`src/rtl/clause_update_sequencer_pkg.sv`:
```
// Shared types and constants for the clause-memory update sequencer.
// Optional feature macro: CLAUSE_UPD_FAIR_EN (starvation-aware arbitration).
package clause_update_sequencer_pkg;

  typedef enum logic [1:0] {
    ST_IDLE   = 2'd0,
    ST_SETTLE = 2'd1,
    ST_WRITE  = 2'd2,
    ST_ACK    = 2'd3
  } state_e;

  localparam logic GRANT_RE  = 1'b1;
  localparam logic GRANT_SLW = 1'b0;

  localparam int unsigned SETTLE_MIN   = 1;
  localparam int unsigned SETTLE_MAX   = 15;
  localparam int unsigned SETTLE_CNT_W = 4;

  function automatic bit settle_ok(input int unsigned cycles);
    return (cycles >= SETTLE_MIN) && (cycles <= SETTLE_MAX);
  endfunction

endpackage

```
`src/rtl/clause_update_sequencer_arb.sv`:
```
// Two-way RE/SLW priority pick; with CLAUSE_UPD_FAIR_EN a registered
// starvation flag lets SLW win a tie after RE was granted over it.
module clause_upd_arb
  import clause_update_sequencer_pkg::*;
(
`ifdef CLAUSE_UPD_FAIR_EN
  input  logic clk,
  input  logic rst,
  input  logic grant_fire,
`endif
  input  logic re_req,
  input  logic slw_req,
  output logic pick_re_c
);

  logic slw_wins;

`ifdef CLAUSE_UPD_FAIR_EN
  logic starve;

  assign slw_wins = slw_req & (~re_req | starve);

  // Flag records an RE grant that bypassed a waiting SLW; cleared once SLW is served.
  always_ff @(posedge clk or posedge rst) begin
    if (rst) begin
      starve <= 1'b0;
    end else if (grant_fire) begin
      if (pick_re_c == GRANT_RE) begin
        if (slw_req) starve <= 1'b1;
      end else begin
        starve <= 1'b0;
      end
    end
  end
`else
  assign slw_wins = slw_req & ~re_req;
`endif

  assign pick_re_c = slw_wins ? GRANT_SLW : GRANT_RE;

endmodule

```
`src/rtl/clause_update_sequencer.sv`:
```
// Arbitrates RE vs SLW clause updates, holds the mux select for a settle
// window, strobes mem_we and acks the requester. Macro: CLAUSE_UPD_FAIR_EN.
module clause_update_sequencer
  import clause_update_sequencer_pkg::*;
#(
  parameter int unsigned SETTLE_CYCLES = 2,
  parameter int unsigned CNT_W         = 16
) (
  input  logic             clk,
  input  logic             rst,
  input  logic             re_req,
  input  logic             slw_req,
  input  logic             hold,
  output logic             re_ack,
  output logic             slw_ack,
  output logic             update_from_re_update_module,
  output logic             update_from_sliding_window,
  output logic             mem_we,
  output logic             busy,
  output logic             grant_src,
  output logic [CNT_W-1:0] upd_count
);

  if (!settle_ok(SETTLE_CYCLES)) begin : g_bad_settle
    $error("SETTLE_CYCLES must be within 1..15");
  end

  localparam logic [SETTLE_CNT_W-1:0] SETTLE_LOAD = SETTLE_CNT_W'(SETTLE_CYCLES - 1);

  state_e                  state, state_n;
  logic [SETTLE_CNT_W-1:0] cnt, cnt_n;
  logic                    grant_n;
  logic [CNT_W-1:0]        count_n;
  logic                    start_c;
  logic                    pick_re_c;
  logic                    sel_re_n, sel_slw_n, we_n, re_ack_n, slw_ack_n, busy_n;

  assign start_c = (state == ST_IDLE) && !hold && (re_req || slw_req);

  clause_upd_arb u_arb (
`ifdef CLAUSE_UPD_FAIR_EN
    .clk        (clk),
    .rst        (rst),
    .grant_fire (start_c),
`endif
    .re_req     (re_req),
    .slw_req    (slw_req),
    .pick_re_c  (pick_re_c)
  );

  // Next-state logic; outputs are decoded from the next state so they register in step with it.
  always_comb begin
    state_n = state;
    cnt_n   = cnt;
    grant_n = grant_src;
    count_n = upd_count;
    unique case (state)
      ST_IDLE: begin
        if (start_c) begin
          grant_n = pick_re_c;
          cnt_n   = SETTLE_LOAD;
          state_n = ST_SETTLE;
        end
      end
      ST_SETTLE: begin
        if (cnt == '0) begin
          state_n = ST_WRITE;
          count_n = upd_count + CNT_W'(1);
        end else begin
          cnt_n = cnt - SETTLE_CNT_W'(1);
        end
      end
      ST_WRITE: state_n = ST_ACK;
      ST_ACK:   state_n = ST_IDLE;
      default:  state_n = ST_IDLE;
    endcase

    sel_re_n  = ((state_n == ST_SETTLE) || (state_n == ST_WRITE)) && (grant_n == GRANT_RE);
    sel_slw_n = ((state_n == ST_SETTLE) || (state_n == ST_WRITE)) && (grant_n == GRANT_SLW);
    we_n      = (state_n == ST_WRITE);
    re_ack_n  = (state_n == ST_ACK) && (grant_n == GRANT_RE);
    slw_ack_n = (state_n == ST_ACK) && (grant_n == GRANT_SLW);
    busy_n    = (state_n != ST_IDLE);
  end

  always_ff @(posedge clk or posedge rst) begin
    if (rst) begin
      state                        <= ST_IDLE;
      cnt                          <= '0;
      grant_src                    <= 1'b0;
      upd_count                    <= '0;
      update_from_re_update_module <= 1'b0;
      update_from_sliding_window   <= 1'b0;
      mem_we                       <= 1'b0;
      re_ack                       <= 1'b0;
      slw_ack                      <= 1'b0;
      busy                         <= 1'b0;
    end else begin
      state                        <= state_n;
      cnt                          <= cnt_n;
      grant_src                    <= grant_n;
      upd_count                    <= count_n;
      update_from_re_update_module <= sel_re_n;
      update_from_sliding_window   <= sel_slw_n;
      mem_we                       <= we_n;
      re_ack                       <= re_ack_n;
      slw_ack                      <= slw_ack_n;
      busy                         <= busy_n;
    end
  end

endmodule

```
`config.mk`:
```
export PLATFORM = sky130hd
export DESIGN_NAME = clause_update_sequencer
export DESIGN_NICKNAME = d
export VERILOG_FILES = /design/src/rtl/clause_update_sequencer_pkg.sv /design/src/rtl/clause_update_sequencer_arb.sv /design/src/rtl/clause_update_sequencer.sv
export SDC_FILE = /design/constraint.sdc
export NUM_CORES = 1
export LEC_CHECK = 0
export CAP_MARGIN = 40
export CELL_PAD_IN_SITES_DETAIL_PLACEMENT = 0
export CELL_PAD_IN_SITES_GLOBAL_PLACEMENT = 1
export CORE_ASPECT_RATIO = 1.2
export CORE_MARGIN = 4
export CORE_UTILIZATION = 35
export DETAILED_ROUTE_END_ITERATION = 10
export PLACE_DENSITY_LB_ADDON = 0.1
export SETUP_SLACK_MARGIN = 0.4
export SLEW_MARGIN = 20
export SYNTH_ARGS = -nofsm -noshare
export SYNTH_HDL_FRONTEND = slang
export SYNTH_HIERARCHICAL = 1
export SYNTH_SLANG_ARGS = --single-unit
```
`constraint.sdc`:
```
create_clock -name clk -period 1.7 [get_ports clk]
set_input_delay 0.425 -clock clk [delete_from_list [all_inputs] [get_ports clk]]
set_output_delay 0.425 -clock clk [all_outputs]
set_load 0.02 [all_outputs]
```
==> Word-level counts from Yosys, hierarchy flattened <==
Index checks and enable logic that the tools add are counted.
{ "op_classes": {"n_addsub": 2, "n_mul": 0, "div": 0, "order_cmp": 0, "eq_ne": 8, "shifts": 0, "n_mux": 9, "n_bitwise": 3, "n_reduce_logical": 15} }
{ "op_table": {"columns": ["cell", "n"], "rows": [
  ["16-bit by 1-bit adder with 16-bit output (second input constant)", 1],
  ["2-bit == test (second input constant)", 4],
  ["4-bit two-way mux", 2],
  ["2-bit case mux with 4 select lines", 1],
  ["4-bit case mux with 2 select lines", 1],
  ["1-bit logical AND", 6],
  ["2-bit by 1-bit == test with 1-bit output (second input constant)", 2],
  ["4-bit logical NOT", 1],
  ["2-bit two-way mux", 2],
  ["2-bit inequality test (second input constant)", 2],
  ["2-bit nonzero test", 2],
  ["4-bit by 1-bit subtractor with 4-bit output (second input constant)", 1],
  ["1-bit two-way mux", 3],
  ["3-bit AND reduction", 1],
  ["2-bit logical NOT", 1],
  ["1-bit logical OR", 2],
  ["1-bit NOT", 2],
  ["2-bit AND reduction", 1],
  ["1-bit AND", 1],
  ["1-bit logical NOT", 1]
]} }
{ "word_totals": {"ff_bits": 29, "latchBits": 0, "mem_bits_rw": 0, "romBits": 0, "inputBits": 5, "wordCells": 47, "n_memories": 0} }

==> Depth between registers and ports, before layout <==
{ "logic_depth": {"word_depth": 8, "ltp_mapped": 7, "depth_no_buf": 7} }

==> Hierarchy <==
Netlist, hierarchy kept.
{ "modules_own_cells": {"columns": ["mod", "n_inst", "cells_each", "area_each_um2", "seq_area_each_um2"], "rows": [
  ["clause_update_sequencer", 1, 113, 1278.7, 725.7],
  ["clause_upd_arb", 1, 1, 6.3, 0.0]
]} }

==> Worst setup path before layout <==
OpenSTA, ideal clock, no wires.
{ "synth_timing": {"path_kind": "register to register", "start": "reg cnt[0]", "end": "reg update_from_sliding_window", "arrival_ps": 1661, "slack_ps": -80, "stages_incl_launch_ff": 8, "path_buffers": 0, "synth_period_minus_slack_ps": 1780, "path_cell_list": "dfrtp_1 > inv_1 > ha_1 > or3b_4 > nand2_1 > and3_1 > ha_1 > and2_1"} }
{ "synth_between": {"elab_chain_len": 6, "elab_cells_between_ends": 7} }
{ "synth_lines": {"columns": ["item", "line", "source"], "rows": [
  ["from (decl)", "clause_update_sequencer.sv:31", "logic [SETTLE_CNT_W-1:0] cnt, cnt_n;"],
  ["from (signal assigned)", "clause_update_sequencer.sv:100", "cnt <= cnt_n;"],
  ["4-bit logical NOT (*)", "clause_update_sequencer.sv:66", "if (cnt == '0) begin"],
  ["2-bit two-way mux (*)", "clause_update_sequencer.sv:66", null],
  ["2-bit case mux with 4 select lines (*)", "clause_update_sequencer.sv:57", "unique case (state)"],
  ["2-bit by 1-bit == test with 1-bit output / 2-bit == test (equally long branches)", "clause_update_sequencer.sv:79", "sel_slw_n = ((state_n == ST_SETTLE) || (state_n == ST_WRITE)) && (grant_n == GRANT_SLW);"],
  ["1-bit logical OR (*)", "clause_update_sequencer.sv:79", null],
  ["1-bit logical AND (*)", "clause_update_sequencer.sv:79", null],
  ["named net sel_slw_n", "clause_update_sequencer.sv:36", "logic sel_re_n, sel_slw_n, we_n, re_ack_n, slw_ack_n, busy_n;"],
  ["to (signal assigned)", "clause_update_sequencer.sv:104", "update_from_sliding_window <= sel_slw_n;"],
  ["to (decl)", "clause_update_sequencer.sv:17", "output logic update_from_sliding_window,"]
]} }
Mark *: on every way through the listed nets, which the timed path passes. The rest lies on a longest branch.
A chain may end at the register's enable or synchronous reset.

==> Worst setup path after layout <==
Ends and elaborated chain as after synthesis.

==> flow_summary.json <==
{
  "grt_start_max_net_pins": 30,
  "critical_path.most_common_cell": "sky130_fd_sc_hd__ha_4",
  "rows": 23,
  "outcome": "finished with violations",
  "drive_gt1_share_pct": 53.6,
  "r2r-end": "update_from_sliding_window",
  "finalHoldViolCount": 0,
  "final_cell_mix": "sky130_fd_sc_hd__buf_4 (31), sky130_fd_sc_hd__dfrtp_1 (26), sky130_fd_sc_hd__buf_2 (18), sky130_fd_sc_hd__xnor2_1 (9), sky130_fd_sc_hd__buf_6 (8)",
  "crit_cells": 7,
  "critical_path_buf_inv_count": 1,
  "drc": 0,
  "area.sequential_sq_um": 729,
  "synth-adder-area-share_pct": 4.87,
  "worstPathMaxFanout": 4,
  "cp_endpoint": "update_from_sliding_window",
  "maxSlewViolCount": 0,
  "layout.cells.most_common": "sky130_fd_sc_hd__buf_4",
  "fin_skew_ns": 0.00889,
  "finalCritPeriodShare_pct": 101,
  "post_synth.cell_area_avg_sq_um": 11.3,
  "relSlewSlack_pct": 75.4,
  "routedWlPerCell_um": 13.1,
  "placed_cell_area_sq_um": 1730,
  "synth_top_family_by_area": "simple AND/OR/NAND/NOR gates",
  "io_buffer_count": 27,
  "hold_class": "flip-flop to flip-flop",
  "mappedNetlistArea_sq_um": 1280,
  "cts_buffers": 5,
  "track_usage_pct": 13.4,
  "path_class": "flip-flop to flip-flop",
  "synth_nets": 124,
  "arrival_ns": 1.89,
  "holdWs_ns": 0.470,
  "areaGrowthSynthToFinish_pct": 61.8,
  "multi_input_area_sq_um": 693,
  "post_synth_and_or_nand_nor_area_fraction_pct": 20.7,
  "syn_inst": 114,
  "core_area_sq_um": 3420,
  "cpPeakStageDelay_ns": 0.41,
  "clk_pin_slew_worst_paths_ns": 0.06,
  "synth.lib_cells_used.distinct": 26,
  "routed-via-count": 1059,
  "ff2ff_path_depth": 7,
  "timing.critical_path.required_ns": 1.87,
  "initial_antenna_violation_count": 0,
  "detailedRoute.firstPassIterationCount": 4,
  "io-pin-count": 28,
  "cp-start-kind": "flip-flop",
  "grt_overflow": 0,
  "clock_latency_on_the_worst_skew_pair_ns": 0.28,
  "postSynthRegisterBits": 29,
  "worst_r2r_startpoint": "cnt[0]",
  "clock_tree_root_buffer_cell": "sky130_fd_sc_hd__clkbuf_8",
  "compound_gate_fraction_of_synth_area_pct": 3.41,
  "violations_in_the_final_reports": "negative setup slack",
  "critPathLaunch": "cnt[0]",
  "viasPerCell": 4.81,
  "min_period_ns": 1.72,
  "cap_viol_max_count": 0,
  "multiplexer_share_of_the_synthesized_area_pct": 1.66,
  "cp_top_family": "simple AND/OR/NAND/NOR gates",
  "postRouteAntennaNets": 0,
  "detailedRoute.firstIterationViolations": 30,
  "synth_xor_xnor_area_share_pct": 10.2,
  "postRouteWirelength_mm": 2.88,
  "clk_path_buf_depth": 2,
  "fillCellCount": 294,
  "gp_congestion": 0.725,
  "timing.reg2reg.setup_slack_ns": -0.02,
  "setup_viol": 2,
  "rsz0062_at_grt": "yes",
  "postCtsHoldBufs": 0,
  "postLayoutCoreUtil_pct": 60.7,
  "p_leak_uw": 0.00109,
  "placed_cells": 193,
  "synth-warning-count": 6,
  "antenna_cells_inserted": 0,
  "die_width_um": 63.3,
  "floorplan.initialDensity_pct": 37.5,
  "finalInstanceArea_sq_um": 2080,
  "clock_sink_count": 29,
  "die_area_sq_um": 4710,
  "h-tree-depth": 2,
  "grt_pass1_vias": 1082,
  "worst_path_max_delay_cell": "sky130_fd_sc_hd__or3b_4",
  "die_h_um": 74.4,
  "timing_worst_slew_pin_value_ns": 0.369,
  "final_cells": 220,
  "irDropWorstVdd_mv": 0.758,
  "fin_nets": 192,
  "ys_seq_area_share_pct": 56.5,
  "ratio_of_total_power_to_cell_area_nw_per_um2": 1550,
  "timing.critical_path.cells": "inv_2 -> ha_4 -> or3b_4 -> nand2_2 -> and3_4 -> ha_4 -> and2_1",
  "worstSetupEndpointType": "flip-flop",
  "final_critical_path_setup_slack_ns": -0.0184,
  "detailed_place_hpwl_mm": 1.98,
  "max_freq_ghz": 0.582,
  "grt_first_pass_wirelength_mm": 4.84,
  "cts_tree": "yes"
}
flip-flops by register name, indices dropped and copies added (netlist names):
| name | flops |
|---|---|
| update_from_re_update_module | 1 |
| grant_src | 1 |
| update_from_sliding_window | 1 |
| re_ack | 1 |
| cnt | 4 |
| busy | 1 |
| mem_we | 1 |
| state | 2 |
| upd_count | 16 |
| slw_ack | 1 |
power by group:
group	internal [uW]	total [uW]	switching [uW]
Clock	477	735	258
Combinational	778	1480	703
Sequential	862	998	135
Total	2120	3210	1100
timing repair:
action,in CTS,in global routing
pin swaps,9,14
gates resized for setup,111,38
setup buffers,9,10
endpoints found under the setup margin,49,36
gates cloned,0,0
metal layers:
metal  global-route usage, %  routed length [um]  vias up
met5                       0                   0        -
met4                    8.63                  69        0
met3                    3.17                 116        9
met2                    25.1                1550       21
met1                    13.5                1140      512
li1                        -                   -      517
layout make-up:
| cell class | count | area share [%] |
|---|---|---|
| clock inverter | 1 | 1.44 |
| inverter | 9 | 1.62 |
| timing repair buffer | 61 | 22.1 |
| multi-input combinational | 76 | 33.3 |
| tap | 37 | 2.23 |
| sequential | 29 | 35.1 |
| clock buffer | 7 | 4.15 |
stage by stage:
stage	setup WS, ns	setup TNS, ns	total power, uW
finish	-0.0184	-0.0350	3210
global placement	-0.180	-0.577	2100
floorplan	-0.0131	-0.0272	1610
detailed placement	-0.238	-1.09	2130
global route	-0.118	-0.716	3420
CTS	-0.0351	-0.0972	2940
synthesized netlist by cell type:
cell type | n | area, sq um
sky130_fd_sc_hd__nand4_1 | 1 | 6.26
sky130_fd_sc_hd__nand2_1 | 8 | 30.0
sky130_fd_sc_hd__and2_1 | 2 | 12.5
sky130_fd_sc_hd__ha_1 | 5 | 62.6
sky130_fd_sc_hd__o2bb2ai_1 | 1 | 8.76
sky130_fd_sc_hd__and4_1 | 2 | 17.5
sky130_fd_sc_hd__or3b_4 | 1 | 11.3
sky130_fd_sc_hd__a21oi_1 | 3 | 15.0
sky130_fd_sc_hd__dfrtp_1 | 29 | 726
sky130_fd_sc_hd__nor2_1 | 8 | 30.0
sky130_fd_sc_hd__nand4b_1 | 1 | 8.76
sky130_fd_sc_hd__inv_1 | 9 | 33.8
sky130_fd_sc_hd__xor2_1 | 4 | 35.0
sky130_fd_sc_hd__or2_2 | 1 | 6.26
sky130_fd_sc_hd__and3_1 | 3 | 18.8
sky130_fd_sc_hd__o21ai_0 | 4 | 20.0
sky130_fd_sc_hd__nor3b_1 | 1 | 7.51
sky130_fd_sc_hd__nor4_4 | 1 | 21.3
sky130_fd_sc_hd__nand3_1 | 8 | 40.0
sky130_fd_sc_hd__mux2_2 | 1 | 11.3
sky130_fd_sc_hd__nor3_2 | 1 | 10.0
sky130_fd_sc_hd__nor2b_1 | 2 | 12.5
sky130_fd_sc_hd__mux2i_1 | 1 | 10.0
sky130_fd_sc_hd__xnor2_1 | 11 | 96.3
sky130_fd_sc_hd__nand2b_1 | 3 | 18.8
sky130_fd_sc_hd__nor3_1 | 3 | 15.0
worst reg2reg max path, cell delays in order (launching register included):
cell	delay (ns)
sky130_fd_sc_hd__dfrtp_1	0.39
sky130_fd_sc_hd__inv_2	0.09
sky130_fd_sc_hd__ha_4	0.13
sky130_fd_sc_hd__or3b_4	0.41
sky130_fd_sc_hd__nand2_2	0.09
sky130_fd_sc_hd__and3_4	0.19
sky130_fd_sc_hd__ha_4	0.19
sky130_fd_sc_hd__and2_1	0.13
cells by family after synthesis:
logic type | after synthesis
buffers and inverters | 9
adders and majority gates | 5
AOI/OAI and AO/OA | 8
xor gates and xnor gates | 15
DFF | 29
and+or+nand+nor | 46
muxes | 2
worst min-delay path by stage:
stage,endpoint,from,cells past startpoint
final,upd_count[15],upd_count[15],1
after global routing,upd_count[15],upd_count[15],1
after CTS,upd_count[15],upd_count[15],1
after detailed placement,upd_count[15],upd_count[15],1
after global placement,upd_count[15],upd_count[15],1
after floorplan,cnt[1],cnt[1],1
(Power assumes the default switching activity.)
